==> config.mk <==
export PLATFORM = sky130hd
export DESIGN_NAME = afe_spi_attenuator_writer
export DESIGN_NICKNAME = d
export VERILOG_FILES = /design/src/rtl/afe_spi_pkg.sv /design/src/rtl/afe_spi_attenuator_writer_half_tick.sv /design/src/rtl/afe_spi_attenuator_writer.sv
export SDC_FILE = /design/constraint.sdc
export NUM_CORES = 1
export LEC_CHECK = 0
export ABC_AREA = 0
export CAP_MARGIN = 15
export CORE_UTILIZATION = 45
export CTS_BUF_LIST = sky130_fd_sc_hd__clkbuf_4 sky130_fd_sc_hd__clkbuf_8
export DETAILED_ROUTE_END_ITERATION = 12
export PLACE_DENSITY = 0.9
export RECOVER_POWER = 100
export SLEW_MARGIN = 20
export SYNTH_ARGS = -nofsm -noshare
export SYNTH_HDL_FRONTEND = slang
export SYNTH_SLANG_ARGS = --single-unit
==> constraint.sdc <==
create_clock -name sysClk -period 2.3 [get_ports sysClk]
set_input_delay 0.46 -clock sysClk [delete_from_list [all_inputs] [get_ports sysClk]]
set_output_delay 0.46 -clock sysClk [all_outputs]
set_load 0.05 [all_outputs]
==> src/rtl/afe_spi_pkg.sv <==
// Shared types and constants for the AFE attenuator SPI writer.
// Optional shadow readback is enabled with AFE_SPI_SHADOW_EN.
package afe_spi_pkg;

   typedef enum logic [2:0] {
      IDLE,
      SHIFT_LO,
      SHIFT_HI,
      LE_SETUP,
      LE_PULSE,
      LE_HOLD
   } state_e;

   localparam int BUSY_BIT    = 31;
   localparam int OVERRUN_BIT = 30;
   localparam int CLEAR_BIT   = 31;
   localparam int CHANNEL_BIT = 24;

   // sysClk cycles per SPI half period, rounded up so SPI_RATE is never exceeded.
   function automatic int unsigned calc_half(input int unsigned clk_rate,
                                             input int unsigned spi_rate);
      int unsigned h;
      h = (clk_rate + 2 * spi_rate - 1) / (2 * spi_rate);
      return (h < 1) ? 1 : h;
   endfunction

endpackage

==> src/rtl/afe_spi_attenuator_writer_half_tick.sv <==
// Restartable divider: one-cycle tick every HALF sysClk cycles.
module spi_half_tick #(
   parameter int unsigned HALF = 1
) (
   input  logic clk,
   input  logic rst,
   input  logic restart,
   output logic tick
);

   localparam int CNT_W = (HALF > 1) ? $clog2(HALF) : 1;
   localparam logic [CNT_W-1:0] LAST = CNT_W'(HALF - 1);

   logic [CNT_W-1:0] cnt_q;
   logic [CNT_W-1:0] cnt_d;

   // NOTE: every always_comb output gets a value on every path, so no latch is inferred.
   always_comb begin
      tick = !restart && (cnt_q == LAST);
      if (restart || (cnt_q == LAST)) cnt_d = '0;
      else                            cnt_d = cnt_q + 1'b1;
   end

   // NOTE: sequential state uses non-blocking assignments only.
   always_ff @(posedge clk or posedge rst) begin
      if (rst) cnt_q <= '0;
      else     cnt_q <= cnt_d;
   end

endmodule

==> src/rtl/afe_spi_attenuator_writer.sv <==
// Write-only SPI driver for the AFE attenuator/switch shift registers.
// Define AFE_SPI_SHADOW_EN to read back the last latched word per channel.
module afe_spi_attenuator_writer
   import afe_spi_pkg::*;
#(
   parameter int unsigned CLK_RATE      = 99999001,
   parameter int unsigned SPI_RATE      = 1000000,
   parameter int unsigned DATA_WIDTH    = 8,
   parameter int unsigned CHANNEL_COUNT = 2
) (
   input  logic                     sysClk,
   input  logic                     sysReset,
   input  logic                     csrStrobe,
   input  logic [31:0]              GPIO_OUT,
   output logic [31:0]              status,
   output logic [CHANNEL_COUNT-1:0] AFE_SPI_CLK,
   output logic [CHANNEL_COUNT-1:0] AFE_SPI_SDI,
   output logic [CHANNEL_COUNT-1:0] AFE_SPI_LE
);

   localparam int unsigned HALF  = calc_half(CLK_RATE, SPI_RATE);
   localparam int          BIT_W = $clog2(DATA_WIDTH + 1);

   state_e                  state_q, state_d;
   logic                    busy_q, busy_d;
   logic                    overrun_q, overrun_d;
   logic                    ch_q, ch_d;
   logic [DATA_WIDTH-1:0]   sr_q, sr_d;
   logic [BIT_W-1:0]        bits_q, bits_d;
   logic                    sclk_q, sclk_d;
   logic                    sdi_q, sdi_d;
   logic                    le_q, le_d;
   logic [CHANNEL_COUNT-1:0] clk_pins_q, clk_pins_d;
   logic [CHANNEL_COUNT-1:0] sdi_pins_q, sdi_pins_d;
   logic [CHANNEL_COUNT-1:0] le_pins_q, le_pins_d;

   logic tick;
   logic clear_cmd;
   logic write_cmd;
   logic unused_gpio;

   assign clear_cmd   = csrStrobe && GPIO_OUT[CLEAR_BIT];
   assign write_cmd   = csrStrobe && !GPIO_OUT[CLEAR_BIT];
   assign unused_gpio = ^GPIO_OUT;

   spi_half_tick #(.HALF(HALF)) u_half_tick (
      .clk     (sysClk),
      .rst     (sysReset),
      .restart (state_q == IDLE),
      .tick    (tick)
   );

`ifdef AFE_SPI_SHADOW_EN
   logic [DATA_WIDTH-1:0] data_q, data_d;
   logic [DATA_WIDTH-1:0] shadow_q [CHANNEL_COUNT];
   logic [DATA_WIDTH-1:0] shadow_d [CHANNEL_COUNT];
   logic [DATA_WIDTH-1:0] shadow_sel;
`endif

   always_comb begin
      state_d   = state_q;
      busy_d    = busy_q;
      overrun_d = overrun_q;
      ch_d      = ch_q;
      sr_d      = sr_q;
      bits_d    = bits_q;
      sclk_d    = sclk_q;
      sdi_d     = sdi_q;
      le_d      = le_q;
`ifdef AFE_SPI_SHADOW_EN
      data_d    = data_q;
`endif

      // A clear always wins; a write that arrives while busy only flags overrun.
      if (clear_cmd)                           overrun_d = 1'b0;
      else if (write_cmd && state_q != IDLE)   overrun_d = 1'b1;

      case (state_q)
         IDLE: begin
            if (write_cmd) begin
               state_d = SHIFT_LO;
               busy_d  = 1'b1;
               ch_d    = (CHANNEL_COUNT > 1) ? GPIO_OUT[CHANNEL_BIT] : 1'b0;
               sdi_d   = GPIO_OUT[DATA_WIDTH-1];
               sr_d    = GPIO_OUT[DATA_WIDTH-1:0] << 1;
               bits_d  = BIT_W'(DATA_WIDTH - 1);
`ifdef AFE_SPI_SHADOW_EN
               data_d  = GPIO_OUT[DATA_WIDTH-1:0];
`endif
            end
         end
         SHIFT_LO: begin
            if (tick) begin
               state_d = SHIFT_HI;
               sclk_d  = 1'b1;
            end
         end
         SHIFT_HI: begin
            if (tick) begin
               sclk_d = 1'b0;
               if (bits_q != '0) begin
                  sdi_d   = sr_q[DATA_WIDTH-1];
                  sr_d    = sr_q << 1;
                  bits_d  = bits_q - 1'b1;
                  state_d = SHIFT_LO;
               end else begin
                  sdi_d   = 1'b0;
                  state_d = LE_SETUP;
               end
            end
         end
         LE_SETUP: begin
            if (tick) begin
               state_d = LE_PULSE;
               le_d    = 1'b1;
            end
         end
         LE_PULSE: begin
            if (tick) begin
               state_d = LE_HOLD;
               le_d    = 1'b0;
            end
         end
         LE_HOLD: begin
            if (tick) begin
               state_d = IDLE;
               busy_d  = 1'b0;
            end
         end
         default: state_d = IDLE;
      endcase

      // Only the selected chain sees activity; the other stays parked low.
      for (int c = 0; c < int'(CHANNEL_COUNT); c++) begin
         clk_pins_d[c] = sclk_d && (ch_d == 1'(c));
         sdi_pins_d[c] = sdi_d  && (ch_d == 1'(c));
         le_pins_d[c]  = le_d   && (ch_d == 1'(c));
      end
   end

   always_ff @(posedge sysClk or posedge sysReset) begin
      if (sysReset) begin
         state_q    <= IDLE;
         busy_q     <= 1'b0;
         overrun_q  <= 1'b0;
         ch_q       <= 1'b0;
         sr_q       <= '0;
         bits_q     <= '0;
         sclk_q     <= 1'b0;
         sdi_q      <= 1'b0;
         le_q       <= 1'b0;
         clk_pins_q <= '0;
         sdi_pins_q <= '0;
         le_pins_q  <= '0;
`ifdef AFE_SPI_SHADOW_EN
         data_q     <= '0;
`endif
      end else begin
         state_q    <= state_d;
         busy_q     <= busy_d;
         overrun_q  <= overrun_d;
         ch_q       <= ch_d;
         sr_q       <= sr_d;
         bits_q     <= bits_d;
         sclk_q     <= sclk_d;
         sdi_q      <= sdi_d;
         le_q       <= le_d;
         clk_pins_q <= clk_pins_d;
         sdi_pins_q <= sdi_pins_d;
         le_pins_q  <= le_pins_d;
`ifdef AFE_SPI_SHADOW_EN
         data_q     <= data_d;
`endif
      end
   end

`ifdef AFE_SPI_SHADOW_EN
   always_comb begin
      shadow_sel = '0;
      for (int c = 0; c < int'(CHANNEL_COUNT); c++) begin
         shadow_d[c] = shadow_q[c];
         if (state_q == LE_SETUP && tick && ch_q == 1'(c)) shadow_d[c] = data_q;
         if (ch_q == 1'(c)) shadow_sel = shadow_q[c];
      end
   end

   // NOTE: the shadow array is architecturally visible after reset, so it is reset like any flop.
   always_ff @(posedge sysClk or posedge sysReset) begin
      if (sysReset) begin
         for (int c = 0; c < int'(CHANNEL_COUNT); c++) shadow_q[c] <= '0;
      end else begin
         for (int c = 0; c < int'(CHANNEL_COUNT); c++) shadow_q[c] <= shadow_d[c];
      end
   end
`endif

   always_comb begin
      status              = '0;
      status[BUSY_BIT]    = busy_q;
      status[OVERRUN_BIT] = overrun_q;
`ifdef AFE_SPI_SHADOW_EN
      status[DATA_WIDTH-1:0] = shadow_sel;
`endif
   end

   assign AFE_SPI_CLK = clk_pins_q;
   assign AFE_SPI_SDI = sdi_pins_q;
   assign AFE_SPI_LE  = le_pins_q;

endmodule

After elaboration in Yosys (flattened, before gate mapping)
Index checks and enable logic that the tools add are counted.
{"block": "word_totals", "inputBits": 35, "register_bits": 33, "elab_cells": 85}
{"block": "classes", "n_eq_ne": 13, "bitwise_logic": 1, "add_sub_neg": 2, "n_mux": 34, "reduce_logical": 22}
{"cell": "$mux 8", "count": 3}
{"cell": "$mux 3", "count": 6}
{"cell": "$pmux 3 s6", "count": 1}
{"cell": "$pmux 8 s2", "count": 1}
{"cell": "$ne 2x2->1 const B", "count": 7}
{"cell": "$mux 1", "count": 13}
{"cell": "$mux 4", "count": 3}
{"cell": "$logic_and 1x1->1", "count": 10}
{"cell": "$pmux 1 s2", "count": 4}
{"cell": "$pmux 4 s2", "count": 1}
{"cell": "$add 6x1->6 const B", "count": 1}
{"cell": "$eq 3x2->1 const B", "count": 2}
{"cell": "$eq 3x3->1 const B", "count": 2}
{"cell": "$eq 6x6->1 const B", "count": 1}
{"cell": "$mux 6", "count": 1}
{"cell": "$reduce_and 6->1", "count": 1}
{"cell": "$reduce_bool 2->1", "count": 3}
{"cell": "$reduce_and 4->1", "count": 1}
{"cell": "$reduce_bool 4->1", "count": 1}
{"cell": "$sub 4x1->4 const B", "count": 1}
{"cell": "$eq 3x1->1 const B", "count": 1}
{"cell": "$logic_not 3->1", "count": 1}
{"cell": "$reduce_and 3->1", "count": 1}
{"cell": "$reduce_bool 3->1", "count": 1}
{"cell": "4 further kinds", "count": 5}

Depth between registers and ports, before layout
Gate-level depths: netlist of the first run.
{"block": "logic_depth", "depth_word": 6, "mapped_depth": 7, "ltp_nobuf": 6}

Hierarchy
From an unflattened synthesis of the first run, not the netlist that was laid out.
{"block": "unflattened", "cells_unflattened": 180, "hier_area_um2": 1767.9}
{"module": "afe_spi_attenuator_writer", "area_each_um2": 1477.7, "cells_per_inst": 152, "instances": 1}
{"module": "spi_half_tick", "area_each_um2": 290.3, "cells_per_inst": 28, "instances": 1}

Least setup slack after synthesis of the first run
No wires, ideal clock.
{"block": "synth_path", "path_type": "flip-flop to flip-flop", "startpoint": "reg bits_q[0]", "endpoint": "reg bits_q[1]", "arrival_time_ns": 1.843, "stages_incl_launch_ff": 8, "setup_slack_ns": 0.331, "required_time_ns": 2.175, "path_cell_list": "dfrtp_1 > inv_1 > ha_1 > or3b_2 > or2_1 > o21a_1 > buf_6 > mux2_4"}
{"block": "synth_between", "elab_chain_len": 4}
{"element": "start, declared", "line_no": "afe_spi_attenuator_writer.sv:29", "rtl": "logic [BIT_W-1:0] bits_q, bits_d;"}
{"element": "start signal, assigned", "line_no": "afe_spi_attenuator_writer.sv:164", "rtl": "bits_q <= bits_d;"}
{"element": "$sub 4x1->4", "line_no": "afe_spi_attenuator_writer.sv:104", "rtl": "bits_d = bits_q - 1'b1;"}
{"element": "$mux 4", "line_no": "afe_spi_attenuator_writer.sv:101", "rtl": "if (bits_q != '0) begin"}
{"element": "$mux 4", "line_no": "afe_spi_attenuator_writer.sv:99", "rtl": "if (tick) begin"}
{"element": "$pmux 4 s2", "line_no": "afe_spi_attenuator_writer.sv:78", "rtl": "case (state_q)"}
Several ways; a longest one is shown, not always the timed one. The select of a mux whose other input is x is not followed.
A chain may end at the register's enable or synchronous reset.

Worst setup path after layout of the first run
{"block": "layout_path", "startpoint": "reg bits_q[0]", "endpoint": "reg sr_q[3]"}
{"block": "layout_between", "elab_chain_len": 3}
{"element": "$reduce_bool 4->1", "line_no": "afe_spi_attenuator_writer.sv:101"}
{"element": "$ne 2x2->1 (no line)"}
{"element": "$reduce_and 4->1 (no line)"}
{"element": "end signal, assigned", "line_no": "afe_spi_attenuator_writer.sv:163", "rtl": "sr_q <= sr_d;"}
{"element": "end, declared", "line_no": "afe_spi_attenuator_writer.sv:28", "rtl": "logic [DATA_WIDTH-1:0] sr_q, sr_d;"}
Every way passes these cells.

==> reports/qor.txt, run 1 <==
outcome: finished clean
worst r2r dst: sr_q[3]$_DFFE_PP0P_
Max IR drop VDD: 0.000793 V
worst-margin pin slew: 0.750 ns
filler instances: 339
crit-path max FO: 10
post-synthesis sequential area ratio: 0.444
Vias: 1260
dominant synthesized flop cell: dfrtp_1
largest stage delay on the critical path: 0.49 ns
die height: 65.3 microns
CTS hold repair buffers: 0
Final TNS setup: 0 ns
r2r worst-path depth: 7
final setup fails: 0
starting density of the core: 0.482
P&R area growth vs syn: 15.7%
Top Ports: 73
Port Buffers: 20
CTS tree: done
Rows: 22
Die Wd: 65.3 microns
routed wire length per instance: 11.6 microns
slowest CP cell: or3b_2
number of global-route vias before repair: 1164
clk sinks: 32
antenna violations before repair: 0
Critical Path End Type: register
EDFF count, synth: 0
H-tree levels: 2
commonest non-fill, non-tap cell in the layout: dfrtp_1
root buffer cell: clkbuf_8
final wirelength: 3.04 mm
WHS Endpoint: u_half_tick.cnt_q[0]$_DFF_PP0_
setup slack after layout: 0.135 ns
hold path depth: 1
WP data arrival: 2.34 ns
Layout Skew: 0.00525 ns
Max Cap Violations: 0
RSZ-0062 raised after global routing: no
Resize count post-CTS: 0
DRC: 0
post-route cell area: 2090 sq um
layout cells sized above 1: 0.117
largest net degree at the start of global routing: 33
Pre-antenna DRT Iters: 4
DP Area: 1990 sq um
crit share post-route: 0.941
# nets final: 251
Max-slew headroom: 0.500
ANT nets after route: 0
Skew-Pair Late Insertion Delay: 0.29 ns
Post-Synthesis Cells: 184
Crit path required time: 2.47 ns
CTS buffer count: 5
total track usage: 0.160
Post-Layout Cell Count: 262
vias per inst: 4.81
Critical R2R Launch: bits_q[0]$_DFFE_PP0P_
multi-input combinational cell area: 802 sq um
n_diodes: 0
Final Hold Fails: 0
hold crit path type: reg2reg
Slew Viols, Final: 0
fin crit period: 2.17 ns
Sequential Area: 801 sq um
gr ovfl total: 0
first-pass GRT wire length: 5.17 mm
Max Clock Freq: 0.462 GHz
synth warn: 0
die area: 4260 sq um
DR iter-0 viols: 65
CTS Buffer Depth: 2
kind of critical path: reg2reg
reg2reg setup slack: 0.13 ns
critical-path cell list: inv_1, ha_1, or3b_2, or2_0, o21a_1, buf_12, mux2_4
PwrDens: 1060 nW/um^2
startpoint types: register
leakage: 0.000986 uW
Avg Inst Size Synth: 9.80 sq um
# Post-CTS Setup Buffers: 0
dpl cells: 254
most frequent cells in the layout: dfrtp_1 (32), conb_1 (30), nand2_1 (23)
Hold Crit Start: u_half_tick.cnt_q[0]$_DFF_PP0_
Core ar.: 3740 sq um
GPL Wtd Cong: 0.747
CTS clk-pin slew, worst paths: 0.07 ns
worst slack, placed: 0.0401 ns
number of library cell types mapped by synthesis: 42
Post-synth ARST share: 1.00
Netlist Area Pre-Place: 1800 sq um
number of synthesized register bits: 32
Final Util: 0.557
dpl hpwl: 2.19 mm
-- worst max-delay path by stage --
stage | slack [ns] | cells past startpoint | end | start
floorplan | 0.33 | 7 | bits_q[1]$_DFFE_PP0P_ | bits_q[0]$_DFFE_PP0P_
global placement | 0.10 | 6 | sr_q[6]$_DFFE_PP0P_ | csrStrobe
detailed placement | 0.04 | 6 | sr_q[4]$_DFFE_PP0P_ | csrStrobe
CTS | 0.14 | 7 | sr_q[3]$_DFFE_PP0P_ | bits_q[0]$_DFFE_PP0P_
global route | 0.03 | 7 | sr_q[6]$_DFFE_PP0P_ | bits_q[0]$_DFFE_PP0P_
finish | 0.13 | 7 | sr_q[3]$_DFFE_PP0P_ | bits_q[0]$_DFFE_PP0P_
-- cell families (layout without fill, tap and decap cells) --
logic type	count (synthesis)	count (layout)	share of synthesized area
xor gates and xnor gates	4	4	0.0194
and+or+nand+nor	71	71	0.206
DFF	32	32	0.444
AOI/OAI and AO/OA	17	17	0.0611
adders and majority gates	3	3	0.0208
buffers and inverters	46	47	0.171
muxes	10	10	0.0749
other	1	30	0.00208
-- routing by layer --
| layer | share of wire | track usage | wire length, microns | vias up |
|---|---|---|---|---|
| met5 | 0 | 0 | 0 | - |
| met4 | 0.011 | 0.0598 | 34 | 0 |
| met3 | 0.067 | 0.0538 | 202 | 4 |
| met2 | 0.49 | 0.256 | 1480 | 48 |
| met1 | 0.44 | 0.199 | 1320 | 596 |
| li1 | - | - | - | 612 |
-- through the flow --
step           hold slack [ns]  total power [uW]
2_1_floorplan            0.461              1530
3_3_place_gp             0.479              1690
3_5_place_dp             0.495              1720
4_1_cts                  0.511              2260
5_1_grt                  0.534              2350
6_report                 0.502              2210
-- area by class of cell --
cell class	count	area share
multi-input cells	135	0.385
well taps	48	0.0288
repair buffers	31	0.135
inverters	8	0.0144
flip-flops and latches	32	0.384
clock buffers	6	0.0366
clock inverters	2	0.0168
-- cell usage after synthesis, types with 2 or more instances --
library cell / number / area (sq um)
nand3_1: 5 / 25.0
nor2_1: 12 / 45.0
buf_6: 2 / 22.5
inv_1: 8 / 30.0
o41ai_1: 2 / 17.5
mux2_4: 7 / 105
o21ai_0: 4 / 20.0
ha_1: 3 / 37.5
mux2i_1: 3 / 30.0
clkbuf_1: 2 / 7.51
a21oi_1: 4 / 20.0
nor3_1: 5 / 25.0
nand2b_1: 2 / 12.5
and2_1: 8 / 50.1
xnor2_1: 2 / 17.5
and4b_1: 2 / 20.0
nor4b_1: 2 / 17.5
nor3b_1: 2 / 15.0
xor2_1: 2 / 17.5
buf_4: 32 / 240
nand2_1: 23 / 86.3
dfrtp_1: 32 / 801
-- state kept, by name, indices dropped and copies added, names as in the netlist --
signal,count
le_q,1
sclk_q,1
sr_q,7
AFE_SPI_SDI,2
state_q,3
busy_q,1
AFE_SPI_LE,2
overrun_q,1
bits_q,4
AFE_SPI_CLK,2
ch_q,1
u_half_tick.cnt_q,6
sdi_q,1
-- critical path: cells and delay by family, from the launching register on --
kind / cells / cell delay (ns)
simple gates: 2 / 0.75
flops: 1 / 0.39
compound gates: 1 / 0.16
mux: 1 / 0.29
fa+ha+maj: 1 / 0.21
buf+inv: 2 / 0.26
-- where the power goes --
| group | internal, uW | switching [uW] | leakage (uW) |
|---|---|---|---|
| registers | 748 | 156 | 0.000383 |
| clock network | 333 | 202 | 0.0000586 |
| logic | 309 | 464 | 0.000545 |
| total | 1390 | 822 | 0.000986 |
Power figures use the tool's default switching activity.
==> run 2, diff against run 1 <==
CAP_MARGIN = unset   (was 15)
==> results of run 2 <==
No change in the layout: final DEF, timing and power equal those of run 1.
